`src/rtl/fft_pkg.sv`:
```
// Shared FFT definitions: default sample width, complex sample type and the
// index bit-reversal helper used by the reorder buffer and twiddle addressing.
package fft_pkg;

    localparam int DATA_W       = 16;
    // Widest index bitrev() handles; covers the largest supported frame (N = 1024).
    localparam int BITREV_MAX_W = 10;

    typedef struct packed {
        logic signed [DATA_W-1:0] re;
        logic signed [DATA_W-1:0] im;
    } cplx_t;

    // Mirror the low `width` bits of v; the result is right-aligned, upper bits zero.
    function automatic logic [BITREV_MAX_W-1:0] bitrev(input logic [BITREV_MAX_W-1:0] v,
                                                       input int width);
        logic [BITREV_MAX_W-1:0] r;
        r = '0;
        for (int i = 0; i < BITREV_MAX_W; i++) begin
            if (i < width) r[i] = v[width-1-i];
        end
        return r;
    endfunction

endpackage

```
`src/rtl/fft_reorder_ram.sv`:
```
// One bank of the reorder ping-pong buffer: simple dual-port, one write
// port and one registered read port.
module fft_reorder_ram #(
    parameter int ADDR_W = 4,
    parameter int WORD_W = 32
) (
    input  logic              clk,
    input  logic              rst_n,
    input  logic              wr_en,
    input  logic [ADDR_W-1:0] wr_addr,
    input  logic [WORD_W-1:0] wr_data,
    input  logic              rd_en,
    input  logic [ADDR_W-1:0] rd_addr,
    output logic [WORD_W-1:0] rd_data
);

    localparam int DEPTH = 1 << ADDR_W;

    logic [WORD_W-1:0] mem [DEPTH];

    // Storage write.
    // NOTE: the array has no reset so it maps onto block RAM; <= keeps the
    // write ordered against the read register sampling the same clock edge.
    always_ff @(posedge clk) begin
        if (wr_en) mem[wr_addr] <= wr_data;
    end

    // Registered read; the register (not the array) is cleared by reset.
    always_ff @(posedge clk or negedge rst_n) begin
        if (!rst_n) begin
            rd_data <= '0;
        end else if (rd_en) begin
            rd_data <= mem[rd_addr];
        end
    end

endmodule

```
`src/rtl/fft_bitrev_reorder.sv`:
```
// Reorder buffer behind the SDF FFT: collects each bit-reversed frame into a
// ping-pong pair of banks and streams it back out in natural index order.
module fft_bitrev_reorder #(
    parameter int N_LOG2 = 4,
    parameter int DATA_W = fft_pkg::DATA_W
) (
    input  logic                     clk,
    input  logic                     rst_n,
    input  logic                     enable,
    input  logic                     in_valid,
    input  logic signed [DATA_W-1:0] in_re,
    input  logic signed [DATA_W-1:0] in_im,
    output logic                     out_valid,
    output logic signed [DATA_W-1:0] out_re,
    output logic signed [DATA_W-1:0] out_im,
    output logic                     out_first,
    output logic                     out_last
);
    import fft_pkg::*;

    localparam int                WORD_W   = 2 * DATA_W;
    localparam logic [N_LOG2-1:0] CNT_LAST = '1;

    typedef enum logic {
        ST_IDLE,
        ST_READ
    } rd_state_t;

    rd_state_t         rd_state;
    logic [N_LOG2-1:0] wr_cnt;
    logic [N_LOG2-1:0] rd_cnt;
    logic [N_LOG2-1:0] wr_addr;
    logic              wr_bank;
    logic              rd_bank;
    logic              rd_sel;
    logic [1:0]        full;
    logic [1:0]        full_nxt;
    logic              wr_fire;
    logic              wr_wrap;
    logic              rd_fire;
    logic              rd_done;
    logic              other_full;
    logic [1:0]        ram_we;
    logic [1:0]        ram_re;
    logic [WORD_W-1:0] ram_q [2];

    // Handshake decode, bank steering and next full-flag state.
    // NOTE: every signal gets a default at the top so no latch is inferred.
    always_comb begin
        wr_fire    = enable && in_valid;
        wr_wrap    = wr_fire && (wr_cnt == CNT_LAST);
        // The bank under the read pointer is drained whenever it is full.
        rd_fire    = enable && full[rd_bank];
        rd_done    = rd_fire && (rd_cnt == CNT_LAST);
        // Next bank ready, counting a fill landing on this very edge.
        other_full = full[~rd_bank] || (wr_wrap && (wr_bank != rd_bank));
        wr_addr    = N_LOG2'(bitrev(BITREV_MAX_W'(wr_cnt), N_LOG2));
        ram_we     = {wr_fire && wr_bank, wr_fire && !wr_bank};
        ram_re     = {rd_fire && rd_bank, rd_fire && !rd_bank};
        full_nxt   = full;
        if (wr_wrap) full_nxt[wr_bank] = 1'b1;
        if (rd_done) full_nxt[rd_bank] = 1'b0;
    end

    // Write side: frame counter, write bank pointer and bank full flags.
    always_ff @(posedge clk or negedge rst_n) begin
        if (!rst_n) begin
            wr_cnt  <= '0;
            wr_bank <= 1'b0;
            full    <= '0;
        end else begin
            full <= full_nxt;
            if (wr_fire) begin
                wr_cnt <= wr_cnt + 1'b1;
                if (wr_wrap) wr_bank <= ~wr_bank;
            end
        end
    end

    // Read FSM: IDLE fetches index 0 on the same edge it sees a full bank,
    // so output begins one enabled edge after the frame completes.
    always_ff @(posedge clk or negedge rst_n) begin
        if (!rst_n) begin
            rd_state  <= ST_IDLE;
            rd_cnt    <= '0;
            rd_bank   <= 1'b0;
            rd_sel    <= 1'b0;
            out_valid <= 1'b0;
            out_first <= 1'b0;
            out_last  <= 1'b0;
        end else if (enable) begin
            out_valid <= rd_fire;
            out_first <= rd_fire && (rd_cnt == '0);
            out_last  <= rd_done;
            if (rd_fire) begin
                rd_sel <= rd_bank;
                rd_cnt <= rd_cnt + 1'b1;
            end
            if (rd_done) rd_bank <= ~rd_bank;
            case (rd_state)
                ST_IDLE: if (rd_fire) rd_state <= ST_READ;
                ST_READ: if (rd_done) rd_state <= other_full ? ST_READ : ST_IDLE;
                default: rd_state <= ST_IDLE;
            endcase
        end
    end

    // Output data comes straight from the bank read register last loaded.
    always_comb begin
        out_re = rd_sel ? ram_q[1][WORD_W-1:DATA_W] : ram_q[0][WORD_W-1:DATA_W];
        out_im = rd_sel ? ram_q[1][DATA_W-1:0]      : ram_q[0][DATA_W-1:0];
    end

    fft_reorder_ram #(.ADDR_W(N_LOG2), .WORD_W(WORD_W)) u_bank0 (
        .clk     (clk),
        .rst_n   (rst_n),
        .wr_en   (ram_we[0]),
        .wr_addr (wr_addr),
        .wr_data ({in_re, in_im}),
        .rd_en   (ram_re[0]),
        .rd_addr (rd_cnt),
        .rd_data (ram_q[0])
    );

    fft_reorder_ram #(.ADDR_W(N_LOG2), .WORD_W(WORD_W)) u_bank1 (
        .clk     (clk),
        .rst_n   (rst_n),
        .wr_en   (ram_we[1]),
        .wr_addr (wr_addr),
        .wr_data ({in_re, in_im}),
        .rd_en   (ram_re[1]),
        .rd_addr (rd_cnt),
        .rd_data (ram_q[1])
    );

endmodule

```
`config.mk`:
```
export PLATFORM = sky130hd
export DESIGN_NAME = fft_bitrev_reorder
export DESIGN_NICKNAME = d
export VERILOG_FILES = /design/src/rtl/fft_pkg.sv /design/src/rtl/fft_reorder_ram.sv /design/src/rtl/fft_bitrev_reorder.sv
export SDC_FILE = /design/constraint.sdc
export NUM_CORES = 1
export LEC_CHECK = 0
export CAP_MARGIN = 10
export CORE_UTILIZATION = 60
export DETAILED_ROUTE_END_ITERATION = 10
export PLACE_DENSITY = 0.76
export SLEW_MARGIN = 20
export SYNTH_ARGS = -nofsm -noshare
export SYNTH_HDL_FRONTEND = slang
export SYNTH_HIERARCHICAL = 1
export SYNTH_SLANG_ARGS = --single-unit
```
`constraint.sdc`:
```
create_clock -name clk -period 6.2 [get_ports clk]
set_input_delay 0.93 -clock clk [delete_from_list [all_inputs] [get_ports clk]]
set_output_delay 0.93 -clock clk [all_outputs]
set_load 0.1 [all_outputs]
```
* After elaboration in Yosys (flattened, before gate mapping)
Memory sizes are Yosys's and may differ from the RTL's. A register that Yosys moved wholly into a read port is not among the register bits. Cells that the tools add are included.
Operators by class: add/subtract/negate cells 2, equal/unequal tests 2, reduce and logical (&&, ||, !) cells 19, magnitude comparators 4, bitwise operators 5, muxes and demuxes 14
Operators with widths (number):
- two-way mux 16 bit | 2
- logical AND 1 bit | 11
- adder 4 x 1 -> 4 bit (second input constant) | 2
- == test 4 bit (second input constant) | 2
- two-way mux 1 bit | 8
- AND reduction 2 bit | 3
- logical NOT 1 bit | 4
- logical NOT 4 bit | 1
- < comparator 1 x 2 -> 1 bit (second input constant) | 2
- two-way mux 2 bit | 2
- bitwise AND 2 bit | 1
- demux 1 bit (select 1 bit) | 2
- greater-or-equal comparator 1 bit (second input constant) | 2
- inverter 1 bit | 2
- inverter 2 bit | 1
- bitwise OR 2 bit | 1
Storage, ports and cells: word-level logic and storage cells 57, memory bits (writable) 1024, memories 2, flip-flop bits (word level) 16
Memories:
- u_bank0.mem | depth 16, bits a word 32, rd ports 1, clocked after Yosys merged registers in 1, write ports 1, RTL line fft_reorder_ram.sv:19 | logic [WORD_W-1:0] mem [DEPTH];
- u_bank1.mem | depth 16, bits a word 32, rd ports 1, clocked after Yosys merged registers in 1, write ports 1, RTL line fft_reorder_ram.sv:19

* Longest topological paths before layout
Gate-level depths: netlist of the first run.
word-level depth 8, mapped depth 7

* By module
Netlist of the first run, hierarchy kept.
Modules (own cells, without submodules):
- fft_reorder_ram | instances 2, area each 20788.7 um^2, seq. area each 16175.5 um^2, cells each 876
- fft_bitrev_reorder | instances 1, area each 1138.6 um^2, seq. area each 400.4 um^2, cells each 102

* Worst setup path after synthesis of the first run
No wires, ideal clock.
path type input to register, from input enable, to memory u_bank0.mem[0][0], enable pin, buffers on the path 1, data arrival time 4.052 ns, slack 1.687 ns, stages on the path 5, cell sequence buf_6 > nand2_1 > nor2_1 > or3b_2 > nor3_1
Between the ends: word-level cells in the longest chain between the ends 4
RTL lines:
- from (decl) | RTL line fft_bitrev_reorder.sv:9 | input logic enable,
- logical AND 1 bit | RTL line fft_bitrev_reorder.sv:50 | wr_fire = enable && in_valid;
- logical AND 1 bit | RTL line fft_bitrev_reorder.sv:58 | ram_we = {wr_fire && wr_bank, wr_fire && !wr_bank};
- net ram_we[0] | RTL line fft_bitrev_reorder.sv:43 | logic [1:0] ram_we;
- two-way mux 1 bit | RTL line fft_reorder_ram.sv:25 | if (wr_en) mem[wr_addr] <= wr_data;
- two-way mux 1 bit (not written as such) | RTL line fft_reorder_ram.sv:25
- to (decl) | RTL line fft_reorder_ram.sv:19
The timed path passes the listed nets, and every way through them passes these cells.

* Worst setup path in the final report of the first run
from register rd_sel, to output out_im[12]
Between the ends: word-level cells in the longest chain between the ends 1
RTL lines:
- from (decl) | RTL line fft_bitrev_reorder.sv:35 | logic rd_sel;
- from (signal assigned) | RTL line fft_bitrev_reorder.sv:96 | rd_sel <= rd_bank;
- two-way mux 16 bit | RTL line fft_bitrev_reorder.sv:111 | out_im = rd_sel ? ram_q[1][DATA_W-1:0] : ram_q[0][DATA_W-1:0];
- to (decl) | RTL line fft_bitrev_reorder.sv:15 | output logic signed [DATA_W-1:0] out_im,
No other way between the ends.

==> metrics, run 1 <==
outcome=complete, no violations; critical path launch point=rd_sel$_DFFE_PN0P_; Buffers on Ports=70; wire length of the first global-routing pass=135 mm; Die Width=269 µm; via count=19700; uppermost layer routed=met5; overall routing resource usage=between 20% and 30%; die area=72300 µm²; residual antenna-violating net count after detailed routing=0; Met3 Wirelength=approximately 7 mm; clock net sink count=1104; final routed DRC violation total=0; Post-Syn Nets=1893; type of destination of the critical path=primary output; mean post-synth cell area=23.0 µm²; Worst Path Required=5.27 ns; Max FO, Critical Path=33; detailed placer's ending HPWL=52.4 mm; Power per Cell Area=461 nW/µm²; final number of max-transition violations=0; Setup Viol. Count Final=0; hold buffer count at cts=0; buffer depth of the longest clock path=3; count of different cell masters after synthesis=45; fraction of the yosys area taken by sequential cells=around three quarters; Vert. Die Dim=around 270 µm; logic depth of the worst register-to-register path=4; number of levels the H-tree was split into=3; data arrival at the endpoint of the critical path=roughly 3.2 ns; maximum number of pins on one net before global-route repair=73; final setup TNS=0 ns; count of cells resized by post-cts repair=0; total number of nets in the final design=2026; number of CTS-inserted buffers=106; min-delay worst type=primary input to async pin; area taken by multi-input logic gates=9250 µm²; clock tree from TritonCTS=yes; combined area of all synthesized cells=42700 µm²; routed wire length=92.3 mm; minimum period implied by the final worst setup slack=4.13 ns; transition time at the pin with the least slew margin=1.16 ns; Reg area=32800 µm²; endpoints failing hold=0; clock root cell=clkbuf_16; CP Cell Sequence=mux2_2, clkdlybuf4s50_1; total I/O pin count=between 70 and 80; Post-Synth XOR/XNOR Area=0.123%; placement row count=between 90 and 100; Synth Instances=1854; number of antenna violations at the first check in global routing=2; post-synthesis mux area share=between 15 and 20%; clock skew after layout=0.0326 ns; antenna diode count=0; cell with the largest stage delay on the worst path=clkdlybuf4s50_1; worst stage delay on the critical path=1.17 ns; routability congestion estimate=0.798; complex-gate fraction of the synthesized area=3.35%; Adder-Cell Fraction of Synth Area=less than 1%; post-synthesis share of cell area spent on and, or, nand and nor gates=1.49%; synthesis-stage register bit count=1104; startpoint types=flop; vias in the first global route=20200; R2R setup slack=3.22 ns; post-DR wirelength/cell=30.6 µm; main flop type after synthesis=edfxtp_1; Post-Route Hold Slack=0.210 ns; initial standard-cell utilization of the core=60.8%; yosys synthesis warning count=6; portion of the clock cycle consumed by the worst path in the final layout=66.6%; number of violations reported at the end of detailed-routing iteration 0=roughly 1800; Max transition margin=22.7%; largest family of logic cells by synthesized area=multiplexers; maximum resistive drop on vdd=0.759 mV; setup repair after global routing missed its margin=no; CTS clock-pin slew for the worst setup and hold paths=0.06 ns; TritonRoute pass-1 iters=5; M1 WL=36.7 mm; Filler cells=around 4000; Core Area=roughly 70000 µm²; number of maximum-capacitance constraint violations=0; crit path kind=flop to primary output; met2 WL post-DR=45.8 mm; static leakage power=15.6 nW; capture point of the worst reg-to-reg path=u_bank0/rd_data[1]$_DFFE_PN0P_; Reg-to-Reg Start=rd_cnt[2]$_DFFE_PN0P_; number of vias per cell=6.52; Post-synth EDFFs=1024; Layout area overhead=13.3%; share of async-settable or async-resettable flops after synthesis=between 7 and 8%; achievable frequency=0.242 GHz; source-to-sink clock delay at the later pin of the worst-skew pair=between 0.6 and 0.7 ns; post-CTS setup repair buffer count=0; aggregate global routing overflow=0; ratio of cells with drive above 1 in the final layout=30.6%
## layout make-up
type                       instances  share of cell area [%]
clock buffer                     136                    5.97
clock inverter                    65                    1.77
inverter                           7                  0.0569
multi-input combinational        638                    19.1
sequential                      1104                    67.7
tap                              940                    2.43
timing repair buffer             130                    2.97
## cell usage after synthesis, drive strengths merged (9+ instances only)
master | count | share of area, %
nor2 | 92 | 0.81
dfrtp | 80 | 4.7
clkbuf | 24 | 0.28
a221oi | 64 | 2.0
edfxtp | 1024 | 72
buf | 73 | 1.7
nand3 | 9 | 0.13
o22ai | 66 | 1.3
mux2i | 64 | 1.5
mux2 | 35 | 0.93
mux4 | 256 | 14
## how the worst max path moves through the flow
stage                                         endpoint  depth (start not counted)
after floorplan            u_bank0/mem[0][0]$_DFFE_PP_                          5
after global placement    u_bank0/mem[2][24]$_DFFE_PP_                          5
after detailed placement  u_bank0/mem[2][24]$_DFFE_PP_                          5
after CTS                                   out_im[12]                          2
after global routing                        out_im[13]                          2
final                                       out_im[12]                          2
## metal layers
metal,GRT usage (%),up-vias
met3,5.08,157
met5,0,-
met4,8.51,2
li1,-,8155
met2,41.7,965
met1,37.2,10400
## cell families after synthesis
| kind of cell | Yosys count |
|---|---|
| muxes | 355 |
| and+or+nand+nor | 138 |
| xor gates and xnor gates | 6 |
| DFF | 1104 |
| buffers and inverters | 112 |
| adders and majority gates | 3 |
| AOI/OAI and AO/OA | 136 |
## report_power, final
group          internal, W  switching (W)  leakage (nW)
Sequential         0.00857       0.000522          10.2
Clock              0.00409        0.00273          1.81
Combinational      0.00251        0.00390          3.63
## cells in the final DEF, fill, tap and decap left out, drive strengths merged, types with 2 or more instances in the layout
cell,count
nand3,9
or2,2
clkinv,33
inv,12
nor2,92
mux2i,64
clkbuf,136
clkdlybuf4s50,55
clkinvlp,8
mux4,256
xnor2,5
dfrtp,80
ha,3
bufinv,19
and3,2
nor3,8
and2,3
nand2b,6
o22ai,66
nand2,7
buf,75
a221oi,64
nand3b,4
or3b,2
o21ai,2
mux2,35
edfxtp,1024
## flip-flops by register name (all words and copies together) (netlist names)
register         flops
out_valid            1
out_first            1
rd_bank              1
rd_cnt               4
u_bank0/rd_data     32
full                 2
u_bank1/rd_data     32
u_bank0/mem        512
wr_cnt               4
rd_sel               1
wr_bank              1
u_bank1/mem        512
out_last             1
## critical path, delay by kind of cell, from the launching register on
family	cells	cell delay (ns)
multiplexers	1	0.42
buffers and inverters	1	1.17
flip-flops	1	0.92
## stage by stage
stage / instance area (µm²) / cells / total power, W / utilization (%) / setup WS, ns
floorplan: 42700 / 1854 / 0.0141 / - / 1.69
global placement: 44300 / 2798 / 0.0155 / 63.0 / 2.05
detailed placement: 44300 / 2799 / 0.0156 / 63.0 / 1.95
CTS: 48000 / 3000 / 0.0225 / 68.3 / 2.09
global route: 48400 / 3020 / 0.0230 / 68.9 / 2.01
finish: 48400 / 3020 / 0.0223 / 68.9 / 2.07
Note: power is estimated with default switching activity, not from simulation.
==> inputs of run 2 (changes only) <==
--- a/config.mk
+++ b/config.mk
@@ -6,9 +6,9 @@
 export NUM_CORES = 1
 export LEC_CHECK = 0
 export CAP_MARGIN = 10
-export CORE_UTILIZATION = 60
+export CORE_UTILIZATION = 56
 export DETAILED_ROUTE_END_ITERATION = 10
-export PLACE_DENSITY = 0.76
+export PLACE_DENSITY = 0.74
 export SLEW_MARGIN = 20
 export SYNTH_ARGS = -nofsm -noshare
 export SYNTH_HDL_FRONTEND = slang
==> constraint.sdc (replaced) <==
create_clock -name clk -period 3.7 [get_ports clk]
set_input_delay 0.555 -clock clk [delete_from_list [all_inputs] [get_ports clk]]
set_output_delay 0.555 -clock clk [all_outputs]
set_load 0.1 [all_outputs]
==> run 2 against run 1 <==
Net effect: register-to-register slack got worse by 2.2 ns; non-clock buffer count rose by 57; critical endpoint is now out_first; via count rose by 2.7%; critical path type unchanged; highest routed layer unchanged.
==> metrics, run 2 (synthesis results as in run 1) <==
clock skew after layout=0.0323 ns; Max transition margin=32.5%; overall routing resource usage=25.9%; achievable frequency=0.332 GHz; portion of the clock cycle consumed by the worst path in the final layout=81.5%; Reg-to-Reg Start=rd_cnt[3]$_DFFE_PN0P_; dominant delay contributor by cell family on the critical path=buffers and inverters; Power Total=roughly 0.037 W; capture point of the worst reg-to-reg path=u_bank1/rd_data[31]$_DFFE_PN0P_; uppermost layer routed=met5; proportion of power drawn by combinational gates=30.1%; vias in the first global route=between 20000 and 25000; clock network fraction of design power=29.0%; number of violations reported at the end of detailed-routing iteration 0=about 2600; Layout area overhead=13.5%; Worst Path Required=3.14 ns; count of cells resized by post-cts repair=0; proportion of power drawn by flip-flops and latches=40.8%; CTS clock-pin slew for the worst setup and hold paths=0.06 ns; transition time at the pin with the least slew margin=1.01 ns; clock root cell=clkbuf_16; type of destination of the critical path=primary output; Die Width=between 200 and 300 µm; total number of nets in the final design=2083; min-delay worst type=primary input to async pin; largest registers=u_bank0/mem x512, u_bank1/mem x512; routed wire length=98.3 mm; clock net sink count=1104; clock tree from TritonCTS=yes; routability congestion estimate=0.877; number of antenna violations at the first check in global routing=8; total I/O pin count=71; number of CTS-inserted buffers=106; wire length of the first global-routing pass=about 140 mm; buffer depth of the longest clock path=3; outcome=complete, no violations; Met3 Wirelength=11.0 mm; final setup TNS=0 ns; residual antenna-violating net count after detailed routing=0; minimum period implied by the final worst setup slack=3.01 ns; aggregate global routing overflow=0; maximum resistive drop on vdd=1.64 mV; critical path launch point=out_first$_DFFE_PN0P_; endpoints failing hold=0; ratio of cells with drive above 1 in the final layout=~33%; static leakage power=15.8 nW; CP Cell Sequence=clkdlybuf4s50_1; logic depth of the worst path, buffers included=1; setup repair after global routing missed its margin=no; Switching Power=0.0123 W; maximum number of pins on one net before global-route repair=105; number of levels the H-tree was split into=3; R2R setup slack=1.06 ns; Vert. Die Dim=278 µm; Setup Viol. Count Final=0; source-to-sink clock delay at the later pin of the worst-skew pair=~0.66 ns; data arrival at the endpoint of the critical path=roughly 2.5 ns; detailed placer's ending HPWL=about 60 mm; cell with the largest stage delay on the worst path=clkdlybuf4s50_1; final routed DRC violation total=0; commonest non-fill, non-tap cells in the layout=1024 x edfxtp_1, 240 x mux4_2, 133 x buf_4, 107 x clkbuf_16, 76 x dfrtp_1; M1 WL=38.8 mm; worst setup path endpoint=out_first; internal cell power=0.0251 W; Sw Ratio=about a third; met2 WL post-DR=between 40 and 50 mm; PnR worst setup slack=slightly below 0.7 ns; number of maximum-capacitance constraint violations=0; logic depth of the worst register-to-register path=3; placement row count=100; Power per Cell Area=770 nW/µm²; die area=77400 µm²; Critical path buffers and inverters=1; post-DR wirelength/cell=31.7 µm; DP Worst Slack=0.472 ns; Buffers on Ports=70; Post-Route Hold Slack=0.385 ns; most common cell after layout, fill and taps aside=edfxtp_1; TritonRoute pass-1 iters=5; worst stage delay on the critical path=1.22 ns; Core Area=74900 µm²; startpoint types=flop; final number of max-transition violations=0; crit path kind=flop to primary output; number of vias per cell=6.51; Max FO, Critical Path=2; via count=20200; initial standard-cell utilization of the core=57.0%
## run 2: worst min path at each step
stage / to / cells after the start / slack [ns]
floorplan: full[0]$_DFF_PN0_ / 0 / 0.26
global placement: full[1]$_DFF_PN0_ / 1 / 0.50
detailed placement: out_valid$_DFFE_PN0P_ / 2 / 0.52
CTS: u_bank1/rd_data[23]$_DFFE_PN0P_ / 1 / 0.06
global route: u_bank1/rd_data[23]$_DFFE_PN0P_ / 2 / 0.43
finish: u_bank1/rd_data[23]$_DFFE_PN0P_ / 2 / 0.39
## run 2: area by class of cell
class | count | area, µm²
diodes | 1 | 2.50
clock inverters | 53 | 613
well taps | 969 | 1210
fillers | 4729 | 26500
repair buffers | 187 | 1700
inverters | 7 | 27.5
multi-input cells | 638 | 9280
clock buffers | 145 | 2900
flip-flops and latches | 1104 | 32800
## run 2: layer usage
layer | vias up | global-route usage [%]
met5 | - | 2.19
met3 | 145 | 6.71
met2 | 1090 | 39.1
met1 | 10700 | 37.8
met4 | 2 | 7.34
li1 | 8265 | -
## run 2: what timing repair did
item | CTS | global route
endpoints found under the setup margin | 0 | 0
hold buffers | 0 | 1
setup buffers | 0 | 0
hold endpoints to repair | 0 | 25
## run 2: power groups by stage
stage | Sequential (W) | Clock, W | Combinational (W)
4_1_cts | 0.0152 | 0.0110 | 0.0113
5_1_grt | 0.0153 | 0.0114 | 0.0118
6_report | 0.0152 | 0.0108 | 0.0113
3_3_place_gp | 0.0154 | 0 | 0.0110
3_5_place_dp | 0.0155 | 0 | 0.0112
2_1_floorplan | 0.0149 | 0 | 0.00864
## run 2: metrics by stage
| stage | instances | instance area [µm²] | util, % |
|---|---|---|---|
| 2_1_floorplan | 1854 | 42700 | - |
| 3_3_place_gp | 2903 | 44900 | 60.0 |
| 3_5_place_dp | 2903 | 44900 | 60.0 |
| 4_1_cts | 3101 | 48500 | 64.7 |
| 5_1_grt | 3104 | 48500 | 64.7 |
| 6_report | 3104 | 48500 | 64.7 |
